File: src/rtl/fetch_ctrl.sv
// rtl/fetch_ctrl.sv - instruction fetch controller with one outstanding request, redirect and timeout
module fetch_ctrl #(
    parameter logic [31:0] RESET_PC = 32'h1000,
    parameter int unsigned TIMEOUT  = 16
) (
    input  logic        clk,
    input  logic        rst_n,
    output logic        imem_req,
    output logic [31:0] imem_addr,
    input  logic        imem_gnt,
    input  logic        imem_rvalid,
    input  logic [31:0] imem_rdata,
    output logic        instr_valid,
    input  logic        instr_ready,
    output logic [31:0] instr,
    output logic [31:0] instr_pc,
    input  logic        redirect_valid,
    input  logic [31:0] redirect_addr,
    output logic        fetch_err
);
    localparam int CW = $clog2(TIMEOUT + 1);

    typedef enum logic [2:0] {
        S_IDLE,
        S_REQ,
        S_WAIT,
        S_HOLD,
        S_ERR
    } state_t;

    state_t        state_q, state_d;
    logic [31:0]   fetch_pc_q, fetch_pc_d;
    logic [31:0]   req_pc_q, req_pc_d;
    logic [31:0]   instr_q, instr_d;
    logic [31:0]   instr_pc_q, instr_pc_d;
    logic          kill_q, kill_d;
    logic          fetch_err_q, fetch_err_d;
    logic [CW-1:0] cnt_q, cnt_d;
    logic [CW-1:0] cnt_inc;
    logic [31:0]   redirect_pc;

    assign redirect_pc = redirect_addr & ~32'h3;
    assign cnt_inc     = cnt_q + CW'(1);

    always_comb begin
        state_d     = state_q;
        fetch_pc_d  = fetch_pc_q;
        req_pc_d    = req_pc_q;
        instr_d     = instr_q;
        instr_pc_d  = instr_pc_q;
        kill_d      = kill_q;
        fetch_err_d = fetch_err_q;
        cnt_d       = cnt_q;

        case (state_q)
            S_IDLE: begin
                state_d = S_REQ;
                if (redirect_valid) fetch_pc_d = redirect_pc;
            end
            S_REQ: begin
                if (redirect_valid) fetch_pc_d = redirect_pc;
                if (imem_gnt) begin
                    state_d  = S_WAIT;
                    req_pc_d = fetch_pc_q;
                    kill_d   = redirect_valid;
                    cnt_d    = '0;
                end
            end
            S_WAIT: begin
                if (redirect_valid) fetch_pc_d = redirect_pc;
                if (imem_rvalid) begin
                    kill_d = 1'b0;
                    if (kill_q || redirect_valid) begin
                        state_d = S_REQ;
                    end else begin
                        instr_d    = imem_rdata;
                        instr_pc_d = req_pc_q;
                        state_d    = S_HOLD;
                    end
                end else begin
                    // a redirect with nothing returned yet poisons the in-flight response
                    if (redirect_valid) kill_d = 1'b1;
                    cnt_d = cnt_inc;
                    if (cnt_inc == CW'(TIMEOUT)) begin
                        state_d     = S_ERR;
                        fetch_err_d = 1'b1;
                    end
                end
            end
            S_HOLD: begin
                if (redirect_valid) begin
                    fetch_pc_d = redirect_pc;
                    state_d    = S_REQ;
                end else if (instr_ready) begin
                    fetch_pc_d = fetch_pc_q + 32'd4;
                    state_d    = S_REQ;
                end
            end
            S_ERR: begin
                state_d = S_ERR;
            end
            default: begin
                state_d = S_IDLE;
            end
        endcase
    end

    always_ff @(posedge clk or negedge rst_n) begin
        if (!rst_n) begin
            state_q     <= S_IDLE;
            fetch_pc_q  <= RESET_PC;
            req_pc_q    <= RESET_PC;
            instr_q     <= '0;
            instr_pc_q  <= '0;
            kill_q      <= 1'b0;
            fetch_err_q <= 1'b0;
            cnt_q       <= '0;
        end else begin
            state_q     <= state_d;
            fetch_pc_q  <= fetch_pc_d;
            req_pc_q    <= req_pc_d;
            instr_q     <= instr_d;
            instr_pc_q  <= instr_pc_d;
            kill_q      <= kill_d;
            fetch_err_q <= fetch_err_d;
            cnt_q       <= cnt_d;
        end
    end

    assign imem_req    = (state_q == S_REQ);
    assign imem_addr   = fetch_pc_q;
    assign instr_valid = (state_q == S_HOLD);
    assign instr       = instr_q;
    assign instr_pc    = instr_pc_q;
    assign fetch_err   = fetch_err_q;
endmodule

File: config.mk
export PLATFORM = sky130hd
export DESIGN_NAME = fetch_ctrl
export DESIGN_NICKNAME = d
export VERILOG_FILES = /design/src/rtl/fetch_ctrl.sv
export SDC_FILE = /design/constraint.sdc
export NUM_CORES = 1
export LEC_CHECK = 0
export ABC_AREA = 1
export BUFFER_PORTS_ARGS = -buffer_cell sky130_fd_sc_hd__buf_2
export CAP_MARGIN = 30
export CELL_PAD_IN_SITES_DETAIL_PLACEMENT = 1
export CELL_PAD_IN_SITES_GLOBAL_PLACEMENT = 1
export CORE_MARGIN = 5
export CORE_UTILIZATION = 34
export DETAILED_ROUTE_END_ITERATION = 8
export PLACE_DENSITY = 0.88
export SLEW_MARGIN = 20
export SYNTH_ARGS = -nofsm -noshare
export SYNTH_HDL_FRONTEND = slang
export SYNTH_SLANG_ARGS = --single-unit
File: constraint.sdc
create_clock -name clk -period 1.8 [get_ports clk]
set_clock_uncertainty 0.1 [all_clocks]
set_input_delay 0.09 -clock clk [delete_from_list [all_inputs] [get_ports clk]]
set_output_delay 0.09 -clock clk [all_outputs]
set_load 0.005 [all_outputs]
==> out/results.txt, run 1 <==
Dpl hpwl - 14.8 mm
Synth warn - 0
Critical Path Source Type - flop
RePlAce Congestion - 0.866
Vias in the first global route - 6753
Post-synthesis sequential area ratio - 52.3%
Cell area power density - 1600 mW/mm2
DR vias - 6366
Largest net degree at the start of global routing - 63
P&R area growth vs syn - 39.7%
CTS tree - done
Hold Slack - 0.0202 ns
Kind of end point of the critical path - flop
Share of cells above drive strength 1 - 23.3%
Vias/cell - 4.83
Worst-path clk slew - 0.06 ns
Max Cap Viol - 0
Die Area - 0.0214 mm2
Drt pass-1 iters - 5
Hold WC Path Type - input pin to flop
Static Leak - 0.00458 uW
Global-route wire length before repair - 35.1 mm
GR Util All Layers - 20.2%
Most frequent cells in the layout - nand2_1 (377), buf_2 (161), dfrtp_1 (126), nor2_1 (94), dlygate4sd3_1 (66)
CTS buffer count - 17
Critical path buffers and inverters - 2
Row cnt - 49
Cell family with most CP delay - simple AND/OR/NAND/NOR gates
H-tree levels - 4
Fmax - 580 MHz
Post-Syn Area per Cell - 7.59 um2
Fin crit share - 95.7%
Vert. Die Dim - 146 um
Clock sink total - 132
Worst setup startpoint - state_q[2]$_DFFE_PN0P_
Overall Power - 14100 uW
Ant. Diodes - 0
Ys flop type - dfrtp_1
CP max stage cell - dfrtp_2
Post-Route WL - 21.5 mm
Core area - 0.0181 mm2
Critical path type - flop to flop
EDFF count, synth - 0
Hold Vio Cnt, Final - 0
Crit path max fanout - 29
Setup slack after layout - 0.0769 ns
Clock Tree Buf Depth - 2
Min-delay src - redirect_addr[12]
Root Buffer - clkbuf_16
Worst-path cell chain - nor2_4 -> nand2_2 -> nor2_4 -> buf_4 -> buf_12 -> nor2_1 -> nor2_1 -> nand2_1 -> o21ai_1
WL per Instance - 16.3 um
Detailed Route Iter0 Violations - 392
Synth unique cells - 31
Commonest non-fill, non-tap cell in the layout - nand2_1
#FFs+latches synth - 132
Cells after Synth - 833
Netlist Area Pre-Place - 0.00632 mm2
Final Util - 48.7%
Post-synthesis async set-or-reset flop share - 100%
Port buffer count - 162
Worst path max stage delay - 0.46 ns
Die Wd - 146 um
Final min period - 1.72 ns
Placement Setup Slack - 0.0146 ns
Arr. time, crit path - 1.97 ns
I/O pins - 169
Status - finished clean
Final setup fails - 0
DRC violations left - 0
Starting density of the core - 34.8%
Design area - 0.00883 mm2
Req. time, crit path - 2.05 ns
GRT overflow - 0
Max IR drop VDD - 0.753 mV
# nets final - 1149
Clock Latency Late Sink - 0.42 ns
Dpl cell area - 0.00747 mm2
Pins Over Slew Limit - 0
Antenna violations before repair - 0
Post-DRT Antenna Nets - 0
RR Startpoint - state_q[2]$_DFFE_PN0P_
worst paths after layout:
check / slack [ns] / cells past startpoint / to
worst max-delay path: 0.08 / 9 / imem_addr[16]$_DFFE_PN0P_
worst min-delay path: 0.02 / 5 / imem_addr[12]$_DFFE_PN1P_
max in group asynchronous: 0.76 / 3 / instr[19]$_DFFE_PN0P_
min in group asynchronous: 0.06 / 2 / cnt_q[4]$_DFFE_PN0P_
worst min register to register: 0.36 / 2 / instr[17]$_DFFE_PN0P_
worst max register to register: 0.08 / 9 / imem_addr[16]$_DFFE_PN0P_
cell usage after synthesis, types with 5 or more instances:
cell type	count	area share, %
nand2_1	380	23
dfrtp_1	130	51
nor2_1	105	6.2
o21ai_0	53	4.2
nand3_1	42	3.3
inv_1	41	2.4
o21ai_1	14	1.1
buf_4	13	1.5
buf_6	8	1.4
buf_2	7	0.55
xor2_1	5	0.69
worst reg2reg max path, delay by kind of cell (launching register included):
| family | cells | cell delay [ns] |
|---|---|---|
| AND/OR/NAND/NOR | 6 | 0.71 |
| AO/OA/AOI/OAI | 1 | 0.06 |
| buffers and inverters | 2 | 0.31 |
| flip-flops | 1 | 0.46 |
final cells by class:
| class | count | area (um2) |
|---|---|---|
| repair buffers | 254 | 1760 |
| multi-input cells | 626 | 2660 |
| clock buffers | 21 | 480 |
| well taps | 229 | 287 |
| inverters | 46 | 183 |
| fillers | 2233 | 9310 |
| flip-flops and latches | 132 | 3310 |
| clock inverters | 9 | 151 |
stage by stage:
step / setup TNS, ns / cells
floorplan: 0 / 836
global placement: 0 / 1219
detailed placement: 0 / 1219
CTS: -0.00359 / 1315
global route: -0.0500 / 1317
finish: 0 / 1317
sequential cells by signal, summed over array words and instances (netlist names):
name	count
cnt_q	5
fetch_err	1
imem_addr	30
instr	32
instr_pc	30
kill_q	1
req_pc_q	30
state_q	3
layer usage:
metal | GRT usage (%) | share of wire [%] | vias to the layer above
met1 | 25.8 | 44 | 3071
met5 | 0 | 0 | -
met3 | 4.62 | 5.3 | 38
li1 | - | - | 3075
met4 | 7.01 | 2.3 | 0
met2 | 33.9 | 48 | 182
kinds of logic (layout without fill, tap and decap cells):
logic type	after synthesis	after routing	synth area share [%]
AO/OA/AOI/OAI	73	73	5.90
XOR/XNOR	6	6	0.831
adder cells (fa/ha/maj)	2	2	0.396
buffers and inverters	78	330	6.59
flip-flops	132	132	52.3
multiplexers	2	2	0.356
other	1	4	0.0593
AND/OR/NAND/NOR	539	539	33.6
repair_timing:
action / CTS / global route
endpoints found under the hold margin: 161 / 0
setup endpoints to repair: 3 / 29
buffers inserted: 0 / 2
gates resized for setup: 2 / 23
pin swaps: 0 / 1
hold buffers: 66 / 0
power by group:
part,switching [uW],total (uW),internal (uW)
Combinational,3010,5050,2040
Clock,1260,3700,2440
Sequential,1060,5350,4290
Total,5330,14100,8780
(Power assumes the default switching activity.)
==> inputs of run 2 (changes only) <==
--- a/config.mk
+++ b/config.mk
@@ -6,13 +6,13 @@
 export NUM_CORES = 1
 export LEC_CHECK = 0
 export ABC_AREA = 1
-export BUFFER_PORTS_ARGS = -buffer_cell sky130_fd_sc_hd__buf_2
 export CAP_MARGIN = 30
 export CELL_PAD_IN_SITES_DETAIL_PLACEMENT = 1
 export CELL_PAD_IN_SITES_GLOBAL_PLACEMENT = 1
 export CORE_MARGIN = 5
-export CORE_UTILIZATION = 34
+export CORE_UTILIZATION = 41
 export DETAILED_ROUTE_END_ITERATION = 8
+export DONT_BUFFER_PORTS = 1
 export PLACE_DENSITY = 0.88
 export SLEW_MARGIN = 20
 export SYNTH_ARGS = -nofsm -noshare
==> run 2 against run 1 <==
  * The flow now finishes with violations (negative hold slack, negative setup slack)
  * Largest cell class unchanged
  * Register-to-register slack got worse by 0.10 ns
  * Via count decreased by 6.3%
  * Critical endpoint is now imem_addr[6]$_DFFE_PN0P_
  * Global-route usage is 2.5 points higher
  * Total power fell by 4.3%
  * Clock-buffer cell count is 1 higher
  * Worst setup slack lost 0.10 ns
  * Critical path type unchanged
==> out/results.txt, run 2 (synthesis gave the netlist of run 1 again) <==
Status - finished with violations (was finished clean)
Failing checks - negative hold slack, negative setup slack
Dpl cell area - 0.00660 mm2 (was 0.00747 mm2)
Final setup fails - 2 (was 0)
Final Util - 53.4% (was 48.7%)
Pins Over Slew Limit - 0 (unchanged)
Row cnt - 45 (was 49)
Crit path max fanout - 19 (was 29)
DR vias - 5968 (was 6366)
WL per Instance - 19.4 um (was 16.3 um)
Ant. Diodes - 0 (unchanged)
Worst-path clk slew - 0.06 ns (about the same)
Reg-to-Reg End - imem_addr[6]$_DFFE_PN0P_ (was imem_addr[16]$_DFFE_PN0P_)
Clock Latency Late Sink - 0.42 ns (about the same)
H-tree levels - 4 (unchanged)
Post-DRT Antenna Nets - 0 (unchanged)
Hold-fix buffers, CTS - 66 (unchanged)
Max Cap Viol - 0 (unchanged)
R2r setup slk - -0.03 ns (was 0.08 ns)
Max reg flops - 32 (unchanged)
CTS tree - done (unchanged)
Die Area - 0.0180 mm2 (was 0.0214 mm2)
Vias in the first global route - 6175 (was 6753)
Kind of end point of the critical path - flop (unchanged)
Drt pass-1 iters - 5 (unchanged)
GRT overflow - 0 (unchanged)
Starting density of the core - 41.7% (was 34.8%)
RR Startpoint - state_q[2]$_DFFE_PN0P_ (unchanged)
# nets final - 999 (was 1149)
Arr. time, crit path - 2.05 ns (was 1.97 ns)
Die Wd - 134 um (was 146 um)
DRC violations left - 0 (unchanged)
Hold WC Path Type - input pin to async pin (was input pin to flop)
Placement Setup Slack - -0.0372 ns (was 0.0146 ns)
Commonest non-fill, non-tap cell in the layout - nand2_1 (unchanged)
Port buffer count - 0 (was 162)
Fin crit share - 102% (was 95.7%)
Max IR drop VDD - 0.745 mV (was 0.753 mV)
Hold Vio Cnt, Final - 132 (was 0)
Cell area power density - 1670 mW/mm2 (was 1600 mW/mm2)
Global-route wire length before repair - 32.3 mm (was 35.1 mm)
Final min period - 1.83 ns (was 1.72 ns)
Static Leak - 0.00394 uW (was 0.00458 uW)
Antenna violations before repair - 0 (unchanged)
GR Util All Layers - 22.7% (was 20.2%)
Vias/cell - 5.29 (was 4.83)
Root Buffer - clkbuf_16 (unchanged)
Critical path type - flop to flop (unchanged)
Dpl hpwl - 13.6 mm (was 14.8 mm)
Reg2reg path depth - 7 (was 9)
Vert. Die Dim - 134 um (was 146 um)
Setup TNS - -0.0326 ns (was 0 ns)
Clock sink total - 132 (unchanged)
Most frequent cells in the layout - nand2_1 (376), dfrtp_1 (125), nor2_1 (86), dlygate4sd3_1 (66), o21ai_0 (51) (was nand2_1 (377), buf_2 (161), dfrtp_1 (126), nor2_1 (94), dlygate4sd3_1 (66))
I/O pins - 169 (unchanged)
Share of cells above drive strength 1 - 12.3% (was 23.3%)
Detailed Route Iter0 Violations - 287 (was 392)
Hold Slack - -0.733 ns (was 0.0202 ns)
Req. time, crit path - 2.02 ns (was 2.05 ns)
Clock Tree Buf Depth - 2 (unchanged)
Post-Route WL - 21.9 mm (was 21.5 mm)
RSZ-0062 raised after global routing - true
RePlAce Congestion - 0.921 (was 0.866)
Fmax - 547 MHz (was 580 MHz)
Largest net degree at the start of global routing - 133 (was 63)
CTS buffer count - 17 (unchanged)
Critical Path Source Type - flop (unchanged)
Design area - 0.00809 mm2 (was 0.00883 mm2)
Core area - 0.0151 mm2 (was 0.0181 mm2)
P&R area growth vs syn - 28.0% (was 39.7%)
Setup slack after layout - -0.0274 ns (was 0.0769 ns)
[run 2: cell count changes in the layout (fill, tap and decap cells not counted), moves of 3 or more]
| cell | delta |
|---|---|
| buf_12 | -3 |
| buf_2 | -161 |
| buf_4 | +12 |
| clkbuf_1 | +3 |
| nor2_1 | -8 |
| nor2_2 | +8 |
[run 2: worst max-delay path, stage by stage, from the launching register on]
cell and delay (ns):
dfrtp_2 0.48, nor2_4 0.18, nand2_4 0.10, o21ai_2 0.12
nand2_8 0.15, inv_6 0.18, o21ai_0 0.18, o21ai_0 0.23
[run 2: final cells by class]
class | count | area [um2]
clock buffers | 22 | 464
clock inverters | 10 | 130
fillers | 1792 | 7050
inverters | 46 | 183
multi-input cells | 626 | 2720
flip-flops and latches | 132 | 3310
well taps | 188 | 235
repair buffers | 104 | 1050
[run 2: repair_timing]
| item | in CTS | in global routing |
|---|---|---|
| buffers inserted | 0 | 7 |
| gates cloned | 0 | 2 |
| setup endpoints to repair | 27 | 92 |
| endpoints found under the hold margin | 206 | 132 |
| resized for setup | 1 | 49 |
| pin swaps | 0 | 7 |
[run 2: power breakdown]
part / switching, uW / internal [uW]
Combinational: 2730 / 1600
Clock: 1270 / 2240
Sequential: 1360 / 4300
[run 2: routing by layer]
metal,track usage (%),vias up,wire length (um)
met5,0,-,0
li1,-,2773,-
met4,8.14,0,595
met3,7.31,49,1900
met2,37.1,249,10300
met1,28.3,2897,9140
[run 2: worst max-delay path by stage]
| stage | from | to | slack, ns | depth (start not counted) |
|---|---|---|---|---|
| finish | state_q[2]$_DFFE_PN0P_ | imem_addr[6]$_DFFE_PN0P_ | -0.03 | 7 |
| global route | state_q[2]$_DFFE_PN0P_ | imem_addr[5]$_DFFE_PN0P_ | -0.13 | 9 |
| CTS | state_q[2]$_DFFE_PN0P_ | imem_addr[7]$_DFFE_PN0P_ | 0.0004 | 9 |
| detailed placement | state_q[2]$_DFFE_PN0P_ | instr[10]$_DFFE_PN0P_ | -0.04 | 6 |
| global placement | state_q[2]$_DFFE_PN0P_ | instr_pc[19]$_DFFE_PN0P_ | 0.04 | 6 |
| floorplan | imem_addr[2]$_DFFE_PN0P_ | imem_addr[30]$_DFFE_PN0P_ | 0.10 | 10 |
[run 2: stage by stage]
| step | hold WS, ns | power [uW] | std cells |
|---|---|---|---|
| 2_1_floorplan | -0.306 | 7740 | 836 |
| 3_3_place_gp | -0.301 | 9040 | 1021 |
| 3_5_place_dp | -0.302 | 9310 | 1021 |
| 4_1_cts | -0.750 | 13100 | 1119 |
| 5_1_grt | -0.754 | 14300 | 1128 |
| 6_report | -0.733 | 13500 | 1128 |
==> inputs of run 3 (changes only) <==
--- a/config.mk
+++ b/config.mk
@@ -14,6 +14,7 @@
 export DETAILED_ROUTE_END_ITERATION = 8
 export DONT_BUFFER_PORTS = 1
 export PLACE_DENSITY = 0.88
+export REMOVE_ABC_BUFFERS = 1
 export SLEW_MARGIN = 20
 export SYNTH_ARGS = -nofsm -noshare
 export SYNTH_HDL_FRONTEND = slang
==> run 3 against run 2 <==
  * The flow finishes with violations (negative hold slack)
  * Combinational power shrank 6.9%
  * Sequential power decreased by 2%
  * Final area shrank 0.82%
  * Final cell count is essentially flat
  * Largest cell class unchanged
==> out/results.txt, run 3 (synthesis gave the netlist of run 1 again) <==
Status - finished with violations (unchanged)
Failing checks - negative hold slack (was negative hold slack, negative setup slack)
Post-Route WL - 19.9 mm (was 21.9 mm)
Fmax - 564 MHz (was 547 MHz)
Vert. Die Dim - 134 um (unchanged)
GRT overflow - 0 (unchanged)
Kind of end point of the critical path - flop (unchanged)
Dpl hpwl - 13.2 mm (was 13.6 mm)
Hold Slack - -0.737 ns (was -0.733 ns)
# nets final - 1000 (was 999)
Post-DRT Antenna Nets - 0 (unchanged)
Die Wd - 134 um (unchanged)
Root Buffer - clkbuf_16 (unchanged)
Drt pass-1 iters - 4 (was 5)
Largest net degree at the start of global routing - 133 (unchanged)
DRC violations left - 0 (unchanged)
Vias in the first global route - 6040 (was 6175)
Critical path type - flop to flop (unchanged)
Static Leak - 0.00393 uW (was 0.00394 uW)
CTS buffer count - 17 (unchanged)
Critical path buffers and inverters - 2 (was 1)
Worst path depth - 7 (unchanged)
GR Util All Layers - 21.9% (was 22.7%)
Max reg flops - 32 (unchanged)
DR vias - 5725 (was 5968)
P&R area growth vs syn - 27.0% (was 28.0%)
Critical Path Source Type - flop (unchanged)
Final setup fails - 0 (was 2)
Arr. time, crit path - 1.98 ns (was 2.05 ns)
Hold WC Path Type - input pin to async pin (unchanged)
Row cnt - 45 (unchanged)
CP max stage cell - dfrtp_2 (unchanged)
Detailed Route Iter0 Violations - 338 (was 287)
Sequential standard cell area - 0.00331 mm2 (about the same)
Worst path max stage delay - 0.46 ns (was 0.48 ns)
Clock Tree Buf Depth - 2 (unchanged)
Starting density of the core - 41.7% (unchanged)
Ant. Diodes - 0 (unchanged)
Antenna violations before repair - 0 (unchanged)
Req. time, crit path - 2.00 ns (was 2.02 ns)
RePlAce Congestion - 0.847 (was 0.921)
Max Cap Viol - 0 (unchanged)
Worst-path cell chain - nor3_2 -> nand2_1 -> nor2_4 -> buf_12 -> inv_8 -> nand2_1 -> nand2_1 (was nor2_4 -> nand2_4 -> o21ai_2 -> nand2_8 -> inv_6 -> o21ai_0 -> o21ai_0)
Worst-path clk slew - 0.06 ns (about the same)
Final min period - 1.77 ns (was 1.83 ns)
Max IR drop VDD - 0.713 mV (was 0.745 mV)
Hold-fix buffers, CTS - 66 (unchanged)
Reg2reg path depth - 7 (unchanged)
Fill count - 1845 (was 1792)
Crit path max fanout - 62 (was 19)
Hold Vio Cnt, Final - 132 (unchanged)
Core area - 0.0151 mm2 (unchanged)
Multi-input gate area - 0.00266 mm2 (was 0.00272 mm2)
Commonest non-fill, non-tap cell in the layout - nand2_1 (unchanged)
Vias/cell - 5.07 (was 5.29)
Clock Latency Late Sink - 0.42 ns (about the same)
CTS tree - done (unchanged)
I/O pins - 169 (unchanged)
Cell family with most CP delay - simple AND/OR/NAND/NOR gates (was compound AO/OA/AOI/OAI gates)
Die Area - 0.0180 mm2 (unchanged)
Pins Over Slew Limit - 0 (unchanged)
Worst setup startpoint - state_q[2]$_DFFE_PN0P_ (unchanged)
Setup TNS - 0 ns (was -0.0326 ns)
RR Startpoint - state_q[2]$_DFFE_PN0P_ (unchanged)
Cell area power density - 1620 mW/mm2 (was 1670 mW/mm2)
WL per Instance - 17.6 um (was 19.4 um)
H-tree levels - 4 (unchanged)
Share of cells above drive strength 1 - 10.9% (was 12.3%)
Most frequent cells in the layout - nand2_1 (377), dfrtp_1 (127), nor2_1 (97), dlygate4sd3_1 (66), o21ai_0 (52) (was nand2_1 (376), dfrtp_1 (125), nor2_1 (86), dlygate4sd3_1 (66), o21ai_0 (51))
Fin crit share - 98.5% (was 102%)
Global-route wire length before repair - 31.4 mm (was 32.3 mm)
Design area - 0.00803 mm2 (was 0.00809 mm2)
CP most frequent cell - nand2_1 (was o21ai_0)
Dpl cell area - 0.00662 mm2 (was 0.00660 mm2)
Clock sink total - 132 (unchanged)
Port buffer count - 0 (unchanged)
==> run 3: final timing paths <==
kind	to	slack [ns]
hold reg to reg	instr_pc[17]$_DFFE_PN0P_	0.38
max in group asynchronous	imem_addr[30]$_DFFE_PN0P_	2.10
setup / recovery	instr[4]$_DFFE_PN0P_	0.03
min in group clk	instr[16]$_DFFE_PN0P_	0.23
hold / removal	instr[2]$_DFFE_PN0P_	-0.74
setup reg to reg	instr[4]$_DFFE_PN0P_	0.03
==> run 3: routing by layer <==
metal	track usage, %	vias to the layer above	part of all wire [%]
met4	6.67	0	1.5
li1	-	2772	-
met2	36.6	148	50
met3	7.65	22	7.4
met1	26.6	2783	41
met5	0	-	0
==> run 3: per-stage QoR <==
stage	utilization [%]	worst slack, ns	total power [uW]	std cells
finish	53.0	0.0277	13000	1129
detailed placement	43.7	0.0192	9300	1024
global placement	43.7	0.114	9040	1024
global route	53.0	-0.0719	14000	1129
floorplan	-	-0.466	7570	804
CTS	52.1	0.0499	13000	1122
==> run 3: what timing repair did <==
item                       in CTS  in global routing
pin swaps                       0                  3
hold endpoints to repair      211                132
setup endpoints to repair       9                 70
resized for setup               3                 19
cloned                          0                  2
setup buffers                   0                  5
==> run 3: cell type report <==
type | instances | share of cell area (%)
Inverter | 46 | 2.28
Timing Repair Buffer | 105 | 13.1
Sequential cell | 132 | 41.2
Multi-Input combinational cell | 626 | 33.1
Clock buffer | 18 | 5.47
Clock inverter | 14 | 1.92
Tap cell | 188 | 2.93
==> run 3: where the power goes <==
part / switching (uW) / total, uW / internal (uW)
combinational: 2500 / 4040 / 1550
clock: 1360 / 3450 / 2090
sequential: 1240 / 5530 / 4300
total: 5100 / 13000 / 7930
